`config.mk`:
```
export PLATFORM = sky130hd
export DESIGN_NAME = rf_wb_ctrl
export DESIGN_NICKNAME = d
export VERILOG_FILES = /design/src/rtl/rf_wb_pkg.sv /design/src/rtl/rf_wb_ctrl_fifo.sv /design/src/rtl/rf_wb_ctrl.sv
export SDC_FILE = /design/constraint.sdc
export NUM_CORES = 1
export LEC_CHECK = 0
export CORE_AREA = 2 2 115 161
export DETAILED_ROUTE_END_ITERATION = 7
export DIE_AREA = 0 0 117 163
export PLACE_DENSITY = 0.79
export SKIP_LAST_GASP = 1
export SYNTH_ARGS = -nofsm -noshare
export SYNTH_HDL_FRONTEND = slang
export SYNTH_SLANG_ARGS = --single-unit
```
`constraint.sdc`:
```
create_clock -name clk -period 6 [get_ports clk]
set_input_delay 0.9 -clock clk [delete_from_list [all_inputs] [get_ports clk]]
set_output_delay 0.9 -clock clk [all_outputs]
set_load 0.02 [all_outputs]
```
`src/rtl/rf_wb_pkg.sv`:
```
// Shared types for the register-file write-back controller: entry layout,
// write-port source selection and default geometry.
package rf_wb_pkg;

   localparam int WB_A_WIDTH  = 5;
   localparam int WB_D_WIDTH  = 32;
   localparam int WB_LQ_DEPTH = 4;
   localparam int REG_COUNT   = 2 ** WB_A_WIDTH;

   typedef struct packed {
      logic [WB_A_WIDTH-1:0] rd;
      logic [WB_D_WIDTH-1:0] data;
   } wb_entry_t;

   typedef enum logic [1:0] {
      SEL_IDLE = 2'd0,
      SEL_ALU  = 2'd1,
      SEL_LQ   = 2'd2
   } wb_sel_t;

endpackage

```
`src/rtl/rf_wb_ctrl_fifo.sv`:
```
// Generic synchronous circular FIFO with occupancy count; the caller never
// pushes when full nor pops when empty.
module wb_fifo #(
   parameter int WIDTH = 37,
   parameter int DEPTH = 4
) (
   input  logic                   clk,
   input  logic                   rst_n,
   input  logic                   push_i,
   input  logic [WIDTH-1:0]       push_data_i,
   input  logic                   pop_i,
   output logic [WIDTH-1:0]       pop_data_o,
   output logic                   full_o,
   output logic                   empty_o,
   output logic [$clog2(DEPTH):0] count_o
);

   localparam int PW = $clog2(DEPTH);
   localparam logic [PW-1:0] PTR_ONE  = PW'(1);
   localparam logic [PW:0]   CNT_ONE  = (PW+1)'(1);
   localparam logic [PW:0]   CNT_FULL = (PW+1)'(DEPTH);

   logic [WIDTH-1:0] mem_q [DEPTH];
   logic [PW-1:0]    wptr_q;
   logic [PW-1:0]    rptr_q;
   logic [PW:0]      count_q;
   logic [PW:0]      count_d;

   // Occupancy next state
   always_comb begin
      count_d = count_q;
      case ({push_i, pop_i})
         2'b10:   count_d = count_q + CNT_ONE;
         2'b01:   count_d = count_q - CNT_ONE;
         default: count_d = count_q;
      endcase
   end

   // Pointers and count; DEPTH is a power of two so pointers wrap naturally
   always_ff @(posedge clk or negedge rst_n) begin
      if (!rst_n) begin
         wptr_q  <= {PW{1'b0}};
         rptr_q  <= {PW{1'b0}};
         count_q <= {(PW+1){1'b0}};
      end else begin
         if (push_i) wptr_q <= wptr_q + PTR_ONE;
         if (pop_i)  rptr_q <= rptr_q + PTR_ONE;
         count_q <= count_d;
      end
   end

   // Storage array
   always_ff @(posedge clk) begin
      if (push_i) mem_q[wptr_q] <= push_data_i;
   end

   assign pop_data_o = mem_q[rptr_q];
   assign full_o     = (count_q == CNT_FULL);
   assign empty_o    = (count_q == {(PW+1){1'b0}});
   assign count_o    = count_q;

endmodule

```
`src/rtl/rf_wb_ctrl.sv`:
```
// Register-file write-port controller: merges ALU results with queued load
// returns and tracks per-register outstanding loads for decode interlock.
module rf_wb_ctrl
   import rf_wb_pkg::*;
#(
   parameter int A_WIDTH  = WB_A_WIDTH,
   parameter int D_WIDTH  = WB_D_WIDTH,
   parameter int LQ_DEPTH = WB_LQ_DEPTH
) (
   input  logic                      clk,
   input  logic                      rst_n,
   input  logic                      alu_valid,
   input  logic [A_WIDTH-1:0]        alu_rd,
   input  logic [D_WIDTH-1:0]        alu_data,
   output logic                      alu_stall,
   input  logic                      ld_issue,
   input  logic [A_WIDTH-1:0]        ld_issue_rd,
   input  logic                      ld_valid,
   input  logic [A_WIDTH-1:0]        ld_rd,
   input  logic [D_WIDTH-1:0]        ld_data,
   output logic                      ld_ready,
   input  logic [A_WIDTH-1:0]        chk_ad1,
   input  logic [A_WIDTH-1:0]        chk_ad2,
   output logic                      busy1,
   output logic                      busy2,
   output logic                      we3,
   output logic [A_WIDTH-1:0]        ad3,
   output logic [D_WIDTH-1:0]        wd3,
   output logic [$clog2(LQ_DEPTH):0] lq_count
);

   localparam int EW   = A_WIDTH + D_WIDTH;
   localparam int NREG = 2 ** A_WIDTH;
   localparam logic [A_WIDTH-1:0] RD_ZERO = {A_WIDTH{1'b0}};

   logic               lq_full_s;
   logic               lq_empty_s;
   logic               lq_push_s;
   logic               lq_pop_s;
   logic [EW-1:0]      lq_head_s;
   logic [A_WIDTH-1:0] head_rd_s;
   logic [D_WIDTH-1:0] head_data_s;
   wb_sel_t            sel_s;
   logic [A_WIDTH-1:0] sel_rd_s;
   logic [D_WIDTH-1:0] sel_data_s;
   logic               we3_q;
   logic [A_WIDTH-1:0] ad3_q;
   logic [D_WIDTH-1:0] wd3_q;
   logic [NREG-1:0]    pending_q;
   logic [NREG-1:0]    pending_d;

   assign lq_push_s   = ld_valid && !lq_full_s;
   assign head_rd_s   = lq_head_s[EW-1:D_WIDTH];
   assign head_data_s = lq_head_s[D_WIDTH-1:0];

   wb_fifo #(
      .WIDTH (EW),
      .DEPTH (LQ_DEPTH)
   ) u_lq (
      .clk         (clk),
      .rst_n       (rst_n),
      .push_i      (lq_push_s),
      .push_data_i ({ld_rd, ld_data}),
      .pop_i       (lq_pop_s),
      .pop_data_o  (lq_head_s),
      .full_o      (lq_full_s),
      .empty_o     (lq_empty_s),
      .count_o     (lq_count)
   );

   // Source selection; a full queue drains first so loads cannot deadlock
   always_comb begin
      sel_s      = SEL_IDLE;
      sel_rd_s   = head_rd_s;
      sel_data_s = head_data_s;
      if (lq_full_s && alu_valid) begin
         sel_s = SEL_LQ;
      end else if (alu_valid) begin
         sel_s      = SEL_ALU;
         sel_rd_s   = alu_rd;
         sel_data_s = alu_data;
      end else if (!lq_empty_s) begin
         sel_s = SEL_LQ;
      end else begin
         sel_s = SEL_IDLE;
      end
   end

   assign lq_pop_s  = (sel_s == SEL_LQ);
   assign alu_stall = lq_full_s && alu_valid;
   assign ld_ready  = !lq_full_s;

   // Pending next state: set after clear so a newer outstanding load survives
   always_comb begin
      pending_d = pending_q;
      if (lq_pop_s) begin
         pending_d[head_rd_s] = 1'b0;
      end else begin
         pending_d = pending_q;
      end
      if (ld_issue && (ld_issue_rd != RD_ZERO)) begin
         pending_d[ld_issue_rd] = 1'b1;
      end else begin
         pending_d = pending_d;
      end
      pending_d[0] = 1'b0;
   end

   // Registered write port and scoreboard
   always_ff @(posedge clk or negedge rst_n) begin
      if (!rst_n) begin
         we3_q     <= 1'b0;
         ad3_q     <= {A_WIDTH{1'b0}};
         wd3_q     <= {D_WIDTH{1'b0}};
         pending_q <= {NREG{1'b0}};
      end else begin
         pending_q <= pending_d;
         case (sel_s)
            SEL_ALU, SEL_LQ: begin
               if (sel_rd_s != RD_ZERO) begin
                  we3_q <= 1'b1;
                  ad3_q <= sel_rd_s;
                  wd3_q <= sel_data_s;
               end else begin
                  we3_q <= 1'b0;
               end
            end
            default: we3_q <= 1'b0;
         endcase
      end
   end

   assign we3 = we3_q;
   assign ad3 = ad3_q;
   assign wd3 = wd3_q;

   // The write registered this edge reaches the register file one edge later
   always_comb begin
      busy1 = (chk_ad1 != RD_ZERO) && (pending_q[chk_ad1] || (we3_q && (ad3_q == chk_ad1)));
      busy2 = (chk_ad2 != RD_ZERO) && (pending_q[chk_ad2] || (we3_q && (ad3_q == chk_ad2)));
   end

endmodule

```
After elaboration in Yosys (flattened, before gate mapping)
Memories as Yosys holds them, arrays and structs flattened.
Index checks and enable logic that the tools add are counted.
{"block": "totals", "reg_bits": 76, "inputBits": 94, "memories": 1, "output_inout_bits": 45, "elab_cells": 70, "ramBits": 148}
{"block": "classes", "eq_ne": 7, "bitwise_logic": 3, "n_reduce_logical": 20, "addsub": 4, "muxes": 22, "magnitude_cmp": 6}
{"memory": "u_lq.mem_q", "depth": 4, "word_bits": 37, "rd": 1, "rd_clocked_by_memory_dff": 0, "write_ports": 1, "line": "rf_wb_ctrl_fifo.sv:23", "text": "logic [WIDTH-1:0] mem_q [DEPTH];"}
{"operator": "two-way mux 32 bit", "count": 4}
{"operator": "bitwise AND 32 bit", "count": 1}
{"operator": "inverter 32 bit", "count": 1}
{"operator": "OR 32 bit", "count": 1}
{"operator": "< comparator 5 x 6 -> 1 bit, second input constant", "count": 4}
{"operator": "nonzero test 5 bit", "count": 4}
{"operator": "binary-select mux 1 bit (select 5 bit)", "count": 2}
{"operator": "demux 1 bit (select 5 bit)", "count": 2}
{"operator": "== test 5 bit", "count": 2}
{"operator": ">= comparator 5 x 1 -> 1 bit, second input constant", "count": 2}
{"operator": "two-way mux 5 bit", "count": 2}
{"operator": "logical AND 1 bit", "count": 9}
{"operator": "two-way mux 1 bit", "count": 8}
{"operator": "two-way mux 2 bit", "count": 3}
{"operator": "one-hot mux 3 bit (2 select lines)", "count": 1}
{"operator": "adder 2 x 1 -> 2 bit, second input constant", "count": 2}
{"operator": "== test 2 x 1 -> 1 bit, second input constant", "count": 2}
{"operator": "== test 2 bit, second input constant", "count": 2}
{"operator": "adder 3 x 1 -> 3 bit, second input constant", "count": 1}
{"operator": "== test 3 bit, second input constant", "count": 1}
{"operator": "zero test 3 bit", "count": 1}
{"operator": "subtractor 3 x 1 -> 3 bit, second input constant", "count": 1}
{"operator": "logical OR 1 bit", "count": 2}
{"operator": "AND reduction 2 bit", "count": 1}
{"operator": "3 further kinds", "count": 3}

Logic depth before layout (Yosys ltp)
Gate-level depths: netlist (run 1).
An unclocked memory read counts as a cell.
{"block": "logic_depth", "word_depth": 10, "mapped_depth": 9, "mapped_depth_nobuf": 8}

Hierarchy
Synthesis (run 1) repeated with hierarchy kept, for this count alone.
{"block": "unflattened", "cells_unflattened": 646, "hier_area_um2": 9791.9}
{"module": "wb_fifo", "seq_area_each_um2": 4619.4, "instances": 1, "cells_each": 229, "area_per_inst_um2": 5729.2}
{"module": "rf_wb_ctrl", "seq_area_each_um2": 1726.7, "instances": 1, "cells_each": 417, "area_per_inst_um2": 4062.6}

Worst setup path before layout (run 1)
OpenSTA, ideal clock, no wires.
{"block": "synth_path", "kind": "input-to-output", "from": "input chk_ad1[0]", "to": "output busy1", "n_path_buf": 1, "cell_stages": 4, "required_ns": 5.100, "t_arrival_ns": 2.351, "path_slack_ns": 2.749, "path_cell_list": "buf_2 > mux4_2 > mux4_2 > o22a_1"}
{"block": "synth_between", "elab_chain_len": 4, "elab_cells_between_ends": 7, "classes_between": "1 x eq/ne; 2 x mux; 4 x reduce/logical"}
{"item": "from (decl)", "line": "rf_wb_ctrl.sv:22", "text": "input logic [A_WIDTH-1:0] chk_ad1,"}
{"item": "binary-select mux 1 bit (select 5 bit) or == test 5 bit (tied branches)", "line": "rf_wb_ctrl.sv:139", "text": "busy1 = (chk_ad1 != RD_ZERO) && (pending_q[chk_ad1] || (we3_q && (ad3_q == chk_ad1)));"}
{"item": "two-way mux 1 bit (implied by the code) or logical AND 1 bit (tied branches)", "line": "rf_wb_ctrl.sv:139"}
{"item": "logical OR 1 bit", "line": "rf_wb_ctrl.sv:139"}
{"item": "logical AND 1 bit (*)", "line": "rf_wb_ctrl.sv:139"}
{"item": "to (decl)", "line": "rf_wb_ctrl.sv:24", "text": "output logic busy1,"}
Mark *: on every way between the ends. The rest lies on a longest branch, timed or not. The select of a mux whose other input is x is not followed.

Worst setup path after layout (run 1)
Ends and elaborated chain as after synthesis.

==> results of run 1 <==
-- through the flow --
| stage | cells | setup slack (ps) | area (um2) |
|---|---|---|---|
| floorplan | 591 | 2750 | 9510 |
| CTS | 983 | 1560 | 11800 |
| finish | 984 | 1590 | 11800 |
| global route | 984 | 1430 | 11800 |
| detailed placement | 943 | 1570 | 11000 |
| global placement | 943 | 1610 | 11000 |
-- layer usage --
metal	GRT usage (%)	vias to the layer above	part of all wire (%)
li1	-	2564	-
met1	27.7	2920	36
met4	11.9	0	5.0
met3	4.84	83	6.1
met5	0	-	0
met2	40.7	240	53
-- cell type report --
| cell class | instances | area share (%) |
|---|---|---|
| Antenna cell | 1 | 0.0212 |
| Clock buffer | 28 | 5.13 |
| Clock inverter | 12 | 1.19 |
| Inverter | 11 | 0.350 |
| Multi-Input combinational cell | 327 | 25.0 |
| Sequential cell | 224 | 53.9 |
| Tap cell | 240 | 2.55 |
| Timing Repair Buffer | 141 | 11.9 |
-- state kept, by name (all words and copies together), names as in the netlist --
signal,flops
we3,1
u_lq.rptr_q,2
u_lq.wptr_q,2
u_lq.count_o,3
pending_q,31
u_lq.mem_q,148
wd3,32
ad3,5
-- cells by family (layout without fill, tap and decap cells) --
family          after synthesis  in the layout  share of synthesized area [%]
xor+xnor                     15             15                           1.38
flops                       224            224                           66.8
compound gates              113            113                           6.77
mux                          95             95                           16.9
buf+inv                      40            192                           2.42
fa+ha+maj                     6              6                          0.869
simple gates                 98             98                           4.92
other cells                   0              1                              0
-- placed cells by master, fill, tap and decap left out, types with 2 or more instances in the layout --
cell and instances:
sky130_fd_sc_hd__ha_1 5, sky130_fd_sc_hd__xor2_1 11, sky130_fd_sc_hd__inv_6 2, sky130_fd_sc_hd__buf_4 4, sky130_fd_sc_hd__nand3b_1 4, sky130_fd_sc_hd__clkinv_2 5, sky130_fd_sc_hd__a21oi_2 7, sky130_fd_sc_hd__bufinv_16 3
sky130_fd_sc_hd__a21oi_1 31, sky130_fd_sc_hd__nand3_1 10, sky130_fd_sc_hd__clkdlybuf4s50_1 137, sky130_fd_sc_hd__or3b_1 2, sky130_fd_sc_hd__clkbuf_16 23, sky130_fd_sc_hd__edfxtp_1 148, sky130_fd_sc_hd__a31oi_1 3, sky130_fd_sc_hd__mux2i_1 40
sky130_fd_sc_hd__dfrtp_2 2, sky130_fd_sc_hd__mux2_2 3, sky130_fd_sc_hd__o21ai_0 62, sky130_fd_sc_hd__clkinv_1 2, sky130_fd_sc_hd__inv_1 11, sky130_fd_sc_hd__nor3_1 2, sky130_fd_sc_hd__nor2_1 43, sky130_fd_sc_hd__nand2b_1 4
sky130_fd_sc_hd__nor2b_1 4, sky130_fd_sc_hd__and3_2 4, sky130_fd_sc_hd__dfrtp_1 74, sky130_fd_sc_hd__clkbuf_1 4, sky130_fd_sc_hd__xnor2_1 4, sky130_fd_sc_hd__nor4_1 4, sky130_fd_sc_hd__nand2_1 14, sky130_fd_sc_hd__mux4_2 52
-- path summary, 6_finish.rpt --
kind,slack (ps),from,endpoint,cells after the start
max,1590,chk_ad1[0],busy1,5
min,510,wd3[4],wd3[4],2
max reg2reg,2630,u_lq.rptr_q[1],wd3[11],6
min reg2reg,510,wd3[4],wd3[4],2
max in group asynchronous,4660,rst_n,u_lq.rptr_q[1],1
min in group asynchronous,570,rst_n,pending_q[18],1
-- worst max-delay path, delay by kind of cell --
family / cells / cell delay (ps)
AOI/OAI and AO/OA: 1 / 160
buffers and inverters: 2 / 1380
muxes: 2 / 1070
-- where the power goes --
part / leakage (nW) / internal, mW / switching, mW / total, mW
Clock: 0.370 / 0.845 / 0.560 / 1.41
Combinational: 1.67 / 0.968 / 1.01 / 1.98
Sequential: 2.25 / 2.14 / 0.410 / 2.55
==> results.txt, run 1 <==
The synthesized design contains 224 register bits. For the total number of H-tree levels, the log shows 1. Yosys mapped a number of flops with a built-in enable equal to 148.

Clock-pin slew was measured on the worst setup and hold paths at 60 ps. In the final layout, the multi-input gates occupy 2950 um2. The mean routed wirelength per cell is 22.4 um, and the overall power after layout is 5.94 mW. For this run, asynchronously set or reset flops after synthesis account for 33.9%. Transition time at the pin with the least slew margin: 1060 ps. Ranked by instance count, the synthesized netlist is headed by sky130_fd_sc_hd__edfxtp_1, sky130_fd_sc_hd__dfrtp_1, sky130_fd_sc_hd__o21ai_0. CTS sink count: 224. In this run the biggest area consumer among cell types represents 46.7% of the synthesized area. For the post-synth net total, the log shows 691. The tools report the worst-case headroom to the max-slew limit as 29.1%. The worst setup path category was primary input to output port. The signal on the critical path passes through clkdlybuf4s50_1 -> mux4_2 -> mux4_2 -> o22a_1 -> clkdlybuf4s50_1. The worst hold path belongs to the class flop to flop.

After filler insertion, the fill cell instance count of the layout stands at 1241. The initial cell density of the core was 53.5%. Of the cells placed in the final design, the portion with a size suffix greater than 1 is 15.1%. Once the clock tree was built, the setup fixing pass inserted 0 buffers. The via count of the first global-routing pass was 6226; the power density over the cells was 504 nW/um2. The biggest area contributor in the post-synthesis netlist is sky130_fd_sc_hd__edfxtp_1. The static power due to leakage is 4.29 nW. Global routing used 23.6% of the available tracks across all layers.

Across the VDD grid, the largest voltage drop is 0.339 mV. For the detailed placer's ending HPWL, the log shows 14600 um. Along the worst path, the maximum fanout reaches 11. Setup violations remaining at the end of the flow were counted as 0. 139 I/O pins were placed. Gates resized during post-CTS repair numbered 0. After the first detailed-routing iteration, the DRC count stood at 506.

In the routed design, unresolved DRC markers number 0. Most instantiated library cell after synthesis: sky130_fd_sc_hd__edfxtp_1. In the routed layout, each cell is associated on average with a via count of 5.90. For this run, the number of Yosys warnings is 0.

For this design, the slowest cell found on the critical path is sky130_fd_sc_hd__clkdlybuf4s50_1. Buffers inserted during clock tree synthesis total 22. The cts-stage hold buffer count was 0. Port buffering added 138 buffers. Measured along the y axis, the die boundary spans 163 um. Timing would allow up to 227 MHz. The latest clock arrival within the worst-skew pair was 500 ps; the sequential element share of the synthesized area was 66.8%. The logs give 1 for the number of antenna violations at the first check in global routing and 0 for the total congestion overflow. TritonCTS built the clock tree. The congestion estimate from routability-driven global placement came to 0.981. For the hold violation total from the final report, the log shows 0.

The run gives 5100 ps as the worst path required time. The number of nets in the layout is 827, and the area overhead of the layout relative to synthesis is 24.0%. Synthesis produced 591 cells. Area of the core region: 17800 um2. The endpoint kind of the worst setup timing path was an output port.

The run finished with clean final reports. Once detail routing completed, the nets flagged for antenna violations numbered 0. Before antenna repair, the detailed router went through 5 iterations. The total wire length after detailed routing is 22100 um, and the critical path data arrival time is 3510 ps.

The worst path needs 4410 ps of the cycle, external delays included. Once layout is complete, the utilization of the core stands at 66.3%. The first-pass GRT wire length was 33900 um. In this run the horizontal extent of the chip is 117 um. After synthesis, the netlist uses 43 different library cells. The critical path's largest stage delay came out at 840 ps.

The tools report the category of the worst setup path launch point as a primary input. The initialized floorplan defines 58 standard-cell rows. The detailed router placed 5807 vias in this run. Of the available clock period, the critical path in the final layout requires 73.5%. The number of max-cap violations is 0. Dividing the synthesized area by the synthesized cell count gives 16.1 um2. The setup skew after layout is 13.7 ps, and the buffer depth of the longest clock path is 3. The run gives 19100 um2 as the area of the die. Ranked by total cell area, the synthesized netlist is headed by sky130_fd_sc_hd__edfxtp_1, sky130_fd_sc_hd__dfrtp_1, sky130_fd_sc_hd__mux4_2. The pin count of the biggest net entering global routing came out at 77. Commonest register cell after synthesis: sky130_fd_sc_hd__edfxtp_1. After synthesis the cells add up to 9510 um2. The logs give 0 for the max-slew violation total from the final report and 6350 um2 for the area occupied by registers. Final worst hold slack: 515 ps. Setup repair after global routing left no endpoint under its margin.

Summed over all failing endpoints, the final setup total negative slack is 0 ps. The clock tree root driver cell was sky130_fd_sc_hd__clkbuf_16.
(Power assumes the default switching activity.)
==> run 2, diff against run 1 <==
CORE_AREA = 2 2 116 162   (was 2 2 115 161)
DIE_AREA = 0 0 118 164   (was 0 0 117 163)
PLACE_DENSITY = 0.78   (was 0.79)
clock period = 4.5 ns   (was 6 ns; I/O delays follow)
==> run 2 against run 1 <==
Compared with the run above: non-clock buffer count up 1; clock skew is 6.1 ps lower; wire length shrank 3.1%; setup slack worse by 1100 ps; design area down 0.28%; core utilization fell by 0.72 points; critical path type unchanged; critical endpoint unchanged.
==> results.txt, run 2 (synthesis gave the netlist of run 1 again) <==
The flow ran to the end, and the final reports show no timing, DRC or antenna violations. Leaving out fill and tap cells, the most frequent cell in the layout is sky130_fd_sc_hd__edfxtp_1. At the pin with the least slew margin, the transition time is 1060 ps. The clock network is responsible for 23.3% of the overall power.

Max-slew violation total from the final report: 0. The run gives 0 as the DRC violations left. The register containing the most flip-flops in the final layout was u_lq.mem_q. The via count of the first global-routing pass came out at 6157.

The largest fanout on the critical path was 11; the initial cell density of the core was 53.0%. For this run, the post-layout net count is 826. The area overhead of the layout relative to synthesis was 23.6%; the overall power after layout was 7.80 mW.

The number of I/O pins was 139. The run gives 0 as the remaining antenna violation count. In the layout the commonest cells are sky130_fd_sc_hd__edfxtp_1, sky130_fd_sc_hd__clkdlybuf4s50_1, sky130_fd_sc_hd__dfrtp_1, sky130_fd_sc_hd__o21ai_0, sky130_fd_sc_hd__mux4_2. Across all layers, the routed design uses 5670 vias. In this run, post-CTS repair resized a total of 0 instances. In this run the worst hold path is classified as primary input to async pin.

The maximum resistive drop on vdd is 0.400 mV. Power share of the sequential group: 42.8%. The die outline height was 164 um. Derived from the worst setup path, the maximum achievable clock frequency is 251 MHz. The DRC marker count from the first detailed-route iteration is 329. For the critical path data arrival time, the log shows 3300 ps. The number of clock buffers added by TritonCTS is 20.

The internal power of the cells totals 5.25 mW. Counting every sink on the clock net gives 224. The fraction of power spent switching nets is 32.7%. The total area inside the core boundary comes to 17900 um2. Between clock sinks in the finished design, the worst skew comes to 7.57 ps. The register with the most flip-flops in the layout has 148 of them. Input and output buffers added on the ports amount to 138. The critical path in this run is classified as primary input to output port. Wires add up to 21400 um. The worst setup path is captured at an output port. The number of max-cap violations was 0; the total number of H-tree levels was 1.

Headroom to the max-slew limit came out at 29.1%. For the latest clock arrival within the worst-skew pair, the log shows 490 ps. Dividing the detail-routed via count by the number of cells gives 5.78. The worst path required time is 3830 ps. The mean routed wirelength per cell is 21.8 um. TritonCTS built the clock tree. The tools report the clock tree root driver cell as sky130_fd_sc_hd__clkbuf_16. In this run, the combinational gates consume 33.9% of the power. For this run, the total global-route usage over all layers was measured as 22.4%. The number of antenna violations at the first check in global routing is 0, and the area of the die is 19400 um2.

Clock-pin slew was measured on the worst setup and hold paths at 60 ps. The final clock period utilization by the worst path came out at 88.4%. The congestion estimate from routability-driven global placement came to 0.956.

Global routing finished with a remaining overflow of 0. The detailed placer's ending HPWL is 14200 um. For the final routed database, the setup TNS stands at 0 ps. Final worst hold slack: 351 ps.

The analysis attributes to net switching a power of 2.55 mW. After clock tree synthesis, the setup repair step added 0 buffers. The first TritonRoute pass finished after 5 iterations.

Setup repair after global routing left no endpoint under its margin. The hold violation total from the final report is 0, and the cts-stage hold buffer count is 0. The first global-routing pass estimated 33400 um of wire. The static power due to leakage came out at 4.27 nW.

Setup violations remaining at the end of the flow were counted as 0. Entering global routing, the biggest net connects 77 pins. In this run the core area contains 58 standard-cell rows.

The routed design could run at a clock period as short as 3980 ps. The register-to-register path setup slack came out at 1640 ps. The worst setup path is launched from a primary input. No sink is reached through more buffers than the 3 on the longest clock path. Cells with a size suffix above 1 make up 14.7% of the layout.

Power density over the cells: 664 nW/um2. The width of the die works out to 118 um.
==> run 2: cell count changes in the layout (fill, tap and decap cells not counted), sizes merged <==
| cell | previous run | this run |
|---|---|---|
| bufinv | 3 | 4 |
| buf | 4 | 5 |
| clkbuf | 28 | 26 |
| clkinv | 7 | 5 |
| inv | 13 | 11 |
| clkinvlp | 0 | 1 |
==> run 2: cell type report <==
type / instances / area, um2
diodes: 1 / 2.50
well taps: 240 / 300
clock inverters: 10 / 150
multi-input cells: 327 / 2950
repair buffers: 142 / 1410
fillers: 1289 / 6170
inverters: 11 / 41.3
clock buffers: 26 / 554
flip-flops and latches: 224 / 6350
==> run 2: power groups by stage <==
stage               Sequential, mW  Combinational [mW]  Clock, mW
floorplan                     3.36                1.63          0
global placement              3.33                2.58          0
detailed placement            3.38                2.65          0
CTS                           3.35                2.67       1.85
global route                  3.41                2.86       1.92
finish                        3.34                2.64       1.82
==> run 2: path summary, 6_finish.rpt <==
check | from | endpoint | cells after the start
max | chk_ad1[0] | busy1 | 5
min | rst_n | pending_q[1] | 1
max reg2reg | u_lq.rptr_q[1] | ad3[2] | 6
min reg2reg | wd3[5] | wd3[5] | 2
max in group asynchronous | rst_n | u_lq.rptr_q[0] | 1
min in group clk | wd3[5] | wd3[5] | 2
==> run 2: critical path, cell delays in order <==
cell                              delay, ps
sky130_fd_sc_hd__clkdlybuf4s50_1        870
sky130_fd_sc_hd__mux4_2                 570
sky130_fd_sc_hd__mux4_2                 480
sky130_fd_sc_hd__o22a_1                 170
sky130_fd_sc_hd__clkdlybuf4s50_1        530
==> run 2: through the flow <==
stage | setup WS, ps | utilization (%) | cell area [um2] | instances
6_report | 520 | 65.6 | 11800 | 981
5_1_grt | 382 | 65.6 | 11800 | 980
4_1_cts | 493 | 65.6 | 11800 | 980
3_5_place_dp | 500 | 61.6 | 11000 | 944
3_3_place_gp | 531 | 61.6 | 11000 | 944
2_1_floorplan | 1700 | - | 9510 | 591
==> run 2: metal layers <==
metal  wire, um  vias to the layer above  track usage [%]
met2      11800                      207             42.3
met1       7820                     2866             25.2
li1           -                     2553                -
met3       1160                       44             3.96
met4        609                        0             8.93
met5          0                        -                0
==> run 3, diff against run 2 <==
CORE_AREA = 2 2 115 161   (was 2 2 116 162)
DIE_AREA = 0 0 117 163   (was 0 0 118 164)
DONT_BUFFER_PORTS = 1   (was default)
PLACE_DENSITY = 0.69   (was 0.78)
==> run 3 against run 2 <==
Compared with the run above: worst hold slack worse by 280 ps; clock power shrank 2%; clock skew up 2.1 ps; die area shrank 1.5%; non-clock buffer count shrank 137; combinational power shrank 26%; sequential share of layout area increased by 6.9 points; first-iteration DRC count is 2.7% lower; sequential cell count unchanged; highest routed layer unchanged.
==> results.txt, run 3 (synthesis gave the netlist of run 1 again) <==
The worst setup path category was flop to output port. The power density over the cells was 696 nW/um2. At the later pin of the worst-skew pair, clock insertion delay measures 490 ps. The top cell types in the final layout, fill and taps aside, are sky130_fd_sc_hd__edfxtp_1, sky130_fd_sc_hd__dfrtp_1, sky130_fd_sc_hd__o21ai_0, sky130_fd_sc_hd__mux4_2, sky130_fd_sc_hd__nor2_1.

The endpoint kind of the worst setup timing path was an output port. The run gives 30500 um as the first-pass GRT wire length. The final setup TNS was 0 ps; the CTS sink count was 224. The detailed-router iteration count before antenna repair was 7. Measured along the x axis, the die boundary spans 117 um. The logs give 19800 um for the total wire length after detailed routing and 0 for the number of max-cap violations.

At the end of the flow the core is filled with cells to 58.6%. In this run the worst path has a maximum fanout of 4. The max-slew violation total from the final report was 0.

The run gives 0 as the number of antenna violations at the first check in global routing. The worst path uses 64.0% of the clock period. Clock tree synthesis inserted a total of 22 buffers. After floorplanning, the core was divided into 58 placement rows. In the routed layout, each cell is associated on average with a via count of 6.12. The overall power after layout was 7.25 mW.

The worst-case IR drop observed on VDD is 0.417 mV. Class of the worst hold path: primary input to async pin. Setup violations remaining at the end of the flow were counted as 0. For this run, the total global-route usage over all layers was measured as 21.6%. The finished cells cover 10400 um2. Detailed placer's ending HPWL: 12800 um.

The clock passes through at most 3 buffers. The critical path data arrival time is 2210 ps. The final layout contains 691 nets. The number of buffers added on ports was 0; the critical path's largest stage delay was 500 ps. The static power due to leakage came out at 3.75 nW. The logs give 5631 for the via count of the first global-routing pass and 0 for the total congestion overflow. The final route contains 5178 vias. For the area of the core region, the log shows 17800 um2.

Grouping stages by cell kind, the critical path spends the most delay in flip-flops. Critical path's slowest cell: sky130_fd_sc_hd__dfrtp_1. The die outline height came out at 163 um.

TritonCTS built the clock tree. Relative to the synthesized area, the layout overhead comes to 9.63%. The worst path in the final design needs a cycle of 2880 ps, including I/O delays and setup. Setup repair after global routing left no endpoint under its margin. For the pin with the worst max-slew slack, the measured transition is 1050 ps. Ranked by flip-flop count, first place goes to u_lq.mem_q. Together, buffers and inverters on the worst path number 0. For this run, design rule violations remaining after detail routing come to 0. The tools report the hold violation total from the final report as 0.

Cells with a size suffix above 1 make up 18.8% of the layout. The worst-case headroom to the max-slew limit is 30.2%, and the worst path required time is 3830 ps. The run finished with clean final reports.

The tree is rooted in a sky130_fd_sc_hd__clkbuf_16. The number of filler instances in the final layout was 1373; the pin count of the biggest net entering global routing was 77. Traced cell by cell, the critical path runs through xor2_1 -> nor4_1 -> nand3_1 -> a31oi_1 -> o311a_1. The commonest non-fill, non-tap cell in the layout is sky130_fd_sc_hd__edfxtp_1.

The register clock-pin slew on the reported worst setup and hold paths is 60 ps, and the DRC marker count from the first detailed-route iteration is 320. The antenna diode count came out at 0. The cell count after placement was 806. The tools report the remaining antenna violation count as 0.

STA classifies the critical path startpoint as a flop. The cell area reported after detailed placement is 9680 um2, and the maximum frequency from static timing analysis is 347 MHz. The floorplan step defined a die boundary enclosing 19100 um2. The register with the most flip-flops in the layout has 148 of them. The run gives 0.895 as the placer congestion estimate. The number of standard cells in the final layout excluding fillers was 846; the mean routed wirelength per cell was 23.5 um. The initial utilization of the core area, before any placement, comes to 53.5%. The logs give 139 for the number of I/O pins and 1 for the total number of H-tree levels.

The clock arrives with 9.63 ps of skew.
[run 3: changes by cell type in the layout (fill, tap and decap cells not counted), sizes merged]
cell           change
clkinv             +1
clkinvlp           +3
bufinv             -3
clkdlybuf4s50    -137
diode              -1
clkbuf             +2
[run 3: repair_timing]
item / in CTS / in global routing
hold buffers: 1 / 0
endpoints found under the hold margin: 76 / 0
buffers inserted: 0 / 0
gates resized for setup: 0 / 0
[run 3: metal layers]
layer | track usage (%) | part of all wire (%)
met5 | 0 | 0
met4 | 7.43 | 2.8
met3 | 5.73 | 8.3
met2 | 38.8 | 53
met1 | 24.5 | 36
[run 3: power breakdown]
group          total (mW)  switching [mW]  internal, mW
clock network        1.78           0.737          1.04
registers            3.51           0.649          2.86
logic                1.96            1.06         0.903
[run 3: worst reg2reg max path: cells and delay by family, from the launching register on]
kind	cells	cell delay (ps)
AO/OA/AOI/OAI	3	1050
AND/OR/NAND/NOR	2	780
flip-flops	1	530
buffers and inverters	1	340
[run 3: final timing paths]
kind	depth (start not counted)	endpoint	slack (ps)	start
worst max-delay path	5	busy2	1620	ad3[0]
worst min-delay path	1	u_lq.count_o[1]	70	rst_n
max in group asynchronous	1	u_lq.rptr_q[1]	4070	rst_n
worst max register to register	6	wd3[31]	1710	u_lq.count_o[2]
min in group clk	0	u_lq.mem_q[2][35]	270	ld_rd[3]
worst min register to register	2	pending_q[30]	540	pending_q[30]
[run 3: cell type report]
class                      instances  area, um2  share of cell area, %
tap                              240        300                   2.88
clock inverter                    11       91.3                  0.876
sequential                       224       6350                   60.9
clock buffer                      28        624                   5.99
timing repair buffer               5       70.1                  0.672
inverter                          11       41.3                  0.396
multi-input combinational        327       2950                   28.3
[run 3: metrics by stage]
stage,setup WS [ps],hold WS (ps)
5_1_grt,1440,85.4
6_report,1620,71.0
4_1_cts,1600,81.5
2_1_floorplan,1700,379
3_3_place_gp,1740,381
3_5_place_dp,1670,381
==> variant 1, RTL diff (settings of run 3) <==
Register the output `lq_count`, cleared by the reset; this adds one clock of latency there. The other outputs are not delayed to match.
--- a/src/rtl/rf_wb_ctrl.sv
+++ b/src/rtl/rf_wb_ctrl.sv
@@ -35,2 +35,4 @@
 
+   logic [$clog2(LQ_DEPTH):0] lq_count_d;
+
    logic               lq_full_s;
@@ -67,3 +69,3 @@
       .empty_o     (lq_empty_s),
-      .count_o     (lq_count)
+      .count_o     (lq_count_d)
    );
@@ -142,2 +144,10 @@
 
+   always_ff @(posedge clk or negedge rst_n) begin
+      if (!rst_n) begin
+         lq_count <= '0;
+      end else begin
+         lq_count <= lq_count_d;
+      end
+   end
+
 endmodule
Check against the original RTL: not equivalent (a bounded check fails within 4 cycles, from zero or initial values and one cycle with rst_n low).
==> variant 1 against run 3 <==
Total power increased by 1.9%. Sequential cell count grew 3. Synthesized cell count rose by 3.2%. Count of clock-buffer cells in the layout decreased by 3. Clock power up 9.6%. Clock skew decreased by 2.3 ps. Final area up 1.7%. Register-to-register slack got worse by 260 ps. Routed wire length fell by 0.85%. Worst hold slack got worse by 7.4 ps. Synthesized area up 1.7%. Setup slack got worse by 170 ps. First-iteration DRC count down 7.2%.
==> variant 1: results (changes against run 3) <==
grt:
  grt_pass1_wl_um: 30330  # was 30540 um
  use_met3_pct: 6.103  # was 5.731%
  first_global_vias: 5636  # was 5631
  gr-usage-met1_pct: 25.24  # was 24.47%
  grt_max_degree: 80  # was 77
critical_path:
  startpoint: "u_lq.rptr_q[0]$_DFFE_PN0N_"  # was ad3[0]$_DFFE_PN0P_
  r2r_end: "wd3[23]$_DFFE_PN0P_"  # was wd3[31]$_DFFE_PN0P_
  ff2ff_path_depth: 5  # was 6
  crit_path_top_delay_cell: "dfrtp_2"  # was dfrtp_1
  arrival_ps: 3380  # was 2210 ps
  rrSetupSlack_ps: 1450  # was 1710 ps
detailed_routing:
  viasPerCell: 6.042  # was 6.121
  wl_per_cell_um: 22.74  # was 23.45 um
  drt-pass1-iter-count: 4  # was 7
cells_and_area:
  fin_nets: 709  # was 691
  fillCellCount: 1349  # was 1373
sta:
  relSlewSlack_pct: 31.69  # was 30.23%
  fmax_mhz: 327.6  # was 347.2 MHz
synthesis:
  synth_cell_types: 53  # was 43
  synth-async-reset-ratio_pct: 34.80  # was 33.93%
  synth_area_leaders: "edfxtp_1 46%, dfrtp_1 20%, mux4_2 10%"  # was edfxtp_1 47%, dfrtp_1 20%, mux4_2 12%
  ys_seq_area_share_pct: 66.41  # was 66.75%
pwr:
  switchingPower_mw: 2.436  # was 2.447 mW
  vdd_drop_max_mv: 0.4233  # was 0.4174 mV
  cellLeakagePower_nw: 3.812  # was 3.747 nW
run_status:
  status: "complete, no violations"  # unchanged
==> variant 1: logic make-up after synthesis <==
kind of cell,share of synthesized area (%)
xor+xnor,1.268
buf+inv,2.510
fa+ha+maj,0.8540
compound gates,7.609
mux,15.75
simple gates,5.603
flops,66.41
==> variant 1: power by group through the flow <==
stage | logic, mW | registers (mW) | clock network (mW)
floorplan | 1.64 | 3.39 | 0
global placement | 1.82 | 3.58 | 0
detailed placement | 1.88 | 3.63 | 0
CTS | 1.90 | 3.59 | 1.99
global route | 2.07 | 3.65 | 2.07
finish | 1.86 | 3.57 | 1.95
==> variant 1: worst register-to-register path: cells and delay by family (launching register included) <==
family,cells,cell delay [ps]
AO/OA/AOI/OAI,2,390
AND/OR/NAND/NOR,1,450
buffers and inverters,1,580
flip-flops,1,800
multiplexers,1,680
==> variant 1: how the worst min path moves through the flow <==
stage / startpoint / to / slack, ps / depth (start not counted)
2_1_floorplan: rst_n / ad3[0]$_DFFE_PN0P_ / 380 / 0
3_3_place_gp: rst_n / pending_q[21]$_DFF_PN0_ / 380 / 0
3_5_place_dp: rst_n / pending_q[21]$_DFF_PN0_ / 380 / 0
4_1_cts: rst_n / pending_q[21]$_DFF_PN0_ / 80 / 1
5_1_grt: rst_n / wd3[0]$_DFFE_PN0P_ / 90 / 1
6_report: rst_n / pending_q[21]$_DFF_PN0_ / 60 / 1
==> variant 1: metal layers <==
layer	routed length [um]	share of wire [%]
met1	7385	38
met2	10590	54
met3	1450	7.4
met4	248	1.3
met5	0	0
==> variant 1: timing repair <==
| item | in CTS | in global routing |
|---|---|---|
| hold buffers | 1 | 0 |
| setup endpoints to repair | 0 | 0 |
| hold endpoints to repair | 79 | 0 |
==> variant 1: layout make-up <==
class                   count  share of cell area, %
flip-flops and latches    227                  60.59
multi-input cells         345                  28.40
clock buffers              25                  5.689
well taps                 240                  2.833
clock inverters            15                  1.700
repair buffers              4                 0.4721
inverters                   9                 0.3187
==> variant 1: per-stage QoR <==
step / instances / utilization (%) / cell area, sq um
finish: 865 / 59.63 / 10600
global route: 865 / 59.63 / 10600
CTS: 865 / 59.63 / 10600
detailed placement: 824 / 55.07 / 9791
global placement: 824 / 55.07 / 9791
floorplan: 610 / - / 9669
==> variant 2, RTL diff (settings of run 3) <==
Made on the original files. Change the package constant `WB_D_WIDTH` from 32 to 16.
--- a/src/rtl/rf_wb_pkg.sv
+++ b/src/rtl/rf_wb_pkg.sv
@@ -5,3 +5,3 @@
    localparam int WB_A_WIDTH  = 5;
-   localparam int WB_D_WIDTH  = 32;
+   localparam int WB_D_WIDTH  = 16;
    localparam int WB_LQ_DEPTH = 4;
Ports: changed (resized alu_data, ld_data and wd3); port bits go from 139 to 91. No check against the original RTL was run, so the function may have changed too.
==> variant 2 against run 3 <==
Global-route usage down 5.6 points. Via count is 28% lower. Largest cell class unchanged. Final area shrank 31%. Routed wire length fell by 27%. Setup slack worse by 120 ps. First-iteration DRC count is 4.4% lower. Synthesized area down 32%. Sequential cell count decreased by 80. Total power shrank 32%. Non-clock buffer count is 1 lower. Count of clock-buffer cells in the layout down 7. Critical path type is now reg -> reg. Sequential power shrank 34%. Critical path depth did not move. Combinational power decreased by 29%.
==> variant 2: results (changes against run 3) <==
critical_path:
  ff2ff_path_depth: 5  # was 6
  r2r_end: "wd3[2]$_DFFE_PN0P_"  # was wd3[31]$_DFFE_PN0P_
  crit_path_top_delay_cell: "o211ai_4"  # was dfrtp_1
  critPathMaxFanout: 42  # was 4
  cpPeakStageDelay_ps: 770  # was 500 ps
  r2r-start: "u_lq.rptr_q[0]$_DFFE_PN0N_"  # was u_lq.count_o[2]$_DFFE_PN0P_
sta:
  finalHoldViolations: 0  # unchanged
  clock_skew_ps: 6.810  # was 9.631 ps
  holdWs_ps: 127.3  # was 71.04 ps
synthesis:
  synth-adder-area-share_pct: 1.281  # was 0.8686%
  synth_edf_count: 84  # was 148
  synth-async-reset-ratio_pct: 41.67  # was 33.93%
  synthTopCellsByCount: "84 x edfxtp_1, 81 x o21ai_0, 60 x dfrtp_1"  # was 148 x edfxtp_1, 76 x dfrtp_1, 62 x o21ai_0
  synth-compound-area-share_pct: 8.307  # was 6.765%
  ys_seq_area_share_pct: 62.42  # was 66.75%
  synth_xor_area_share_pct: 2.038  # was 1.382%
  synth_area_leaders: "edfxtp_1 39%, dfrtp_1 23%, mux4_2 12%"  # was edfxtp_1 47%, dfrtp_1 20%, mux4_2 12%
  synth_mux_area_share_pct: 17.29  # was 16.89%
cells_and_area:
  drive_gt1_share_pct: 17.80  # was 18.81%
  fin_nets: 510  # was 691
  fillCellCount: 1622  # was 1373
  largest_register_ffs: 84  # was 148
grt:
  grt_pass1_wl_um: 21940  # was 30540 um
  grt_usage_pct: 15.91  # was 21.55%
detailed_routing:
  drt-pass1-iter-count: 6  # was 7
  wl_per_cell_um: 20.78  # was 23.45 um
  first_iter_violations: 306  # was 320
  via_count: 3726  # was 5178
run_status:
  status: "complete, no violations"  # unchanged
placed_design:
  finalWeightedCongestion: 0.8191  # was 0.8953
  pre_cts_ws_ps: 1419  # was 1667 ps
clock_network:
  cts_buffers: 17  # was 22
  clockBufferDepth: 2  # was 3
  clk_latency_ps: 420  # was 490 ps
  cts_max_level: 4  # was 1
pwr:
  vdd_drop_max_mv: 0.2735  # was 0.4174 mV
  cellLeakagePower_nw: 2.573  # was 3.747 nW
  p_int_mw: 3.222  # was 4.802 mW
[variant 2: cell types whose count changed in the layout (fill, tap and decap cells not counted), moves of 17 or more]
cell	delta
nand2_1	+18
o21ai_0	+19
edfxtp_1	-64
a21oi_1	-27
nor2_1	-38
mux4_2	-17
[variant 2: layout make-up]
class | instances | area [sq um] | area share (%)
clock inverters | 11 | 81.33 | 1.127
clock buffers | 21 | 450.4 | 6.239
multi-input cells | 266 | 2278 | 31.56
flip-flops and latches | 144 | 4025 | 55.75
repair buffers | 4 | 50.05 | 0.6932
well taps | 240 | 300.3 | 4.159
inverters | 9 | 33.78 | 0.4679
[variant 2: cells by family (layout without fill, tap and decap cells)]
kind of cell             Yosys count  after routing
flip-flops                       144            144
AO/OA/AOI/OAI                     97             97
AND/OR/NAND/NOR                   81             81
multiplexers                      67             67
buffers and inverters             28             45
XOR/XNOR                          15             15
adder cells (fa/ha/maj)            6              6
[variant 2: power by group through the flow]
stage          combinational, mW  clock, mW  sequential (mW)
2_1_floorplan               1.16          0             2.19
3_3_place_gp                1.36          0             2.31
3_5_place_dp                1.40          0             2.33
4_1_cts                     1.41       1.29             2.31
5_1_grt                     1.54       1.35             2.36
6_report                    1.39       1.26             2.30
[variant 2: timing repair]
item | in CTS | in global routing
endpoints found under the hold margin | 60 | 0
hold buffers | 1 | 0
setup endpoints to repair | 0 | 0
[variant 2: routing by layer]
| metal | track usage, % | wire length, um | vias to the layer above |
|---|---|---|---|
| met3 | 6.141 | 1073 | 20 |
| met2 | 27.43 | 7801 | 128 |
| li1 | - | - | 1701 |
| met5 | 0 | 0 | - |
| met1 | 16.93 | 5253 | 1877 |
| met4 | 7.380 | 310 | 0 |
[variant 2: worst max-delay path by stage]
| stage | startpoint | to | slack (ps) | depth (start not counted) |
|---|---|---|---|---|
| 3_5_place_dp | u_lq.rptr_q[0]$_DFFE_PN0N_ | wd3[7]$_DFFE_PN0P_ | 1420 | 5 |
| 3_3_place_gp | u_lq.rptr_q[0]$_DFFE_PN0N_ | ad3[2]$_DFFE_PN0P_ | 1500 | 5 |
| 4_1_cts | u_lq.rptr_q[0]$_DFFE_PN0N_ | wd3[2]$_DFFE_PN0P_ | 1430 | 5 |
| 5_1_grt | u_lq.rptr_q[0]$_DFFE_PN0N_ | wd3[6]$_DFFE_PN0P_ | 1160 | 5 |
| 2_1_floorplan | chk_ad1[0] | busy1 | 1440 | 5 |
| 6_report | u_lq.rptr_q[0]$_DFFE_PN0N_ | wd3[2]$_DFFE_PN0P_ | 1500 | 5 |
[variant 2: stage by stage]
step,cells,cell area (sq um)
detailed placement,662,6660
CTS,695,7219
global route,695,7219
floorplan,438,6446
finish,695,7219
global placement,662,6660
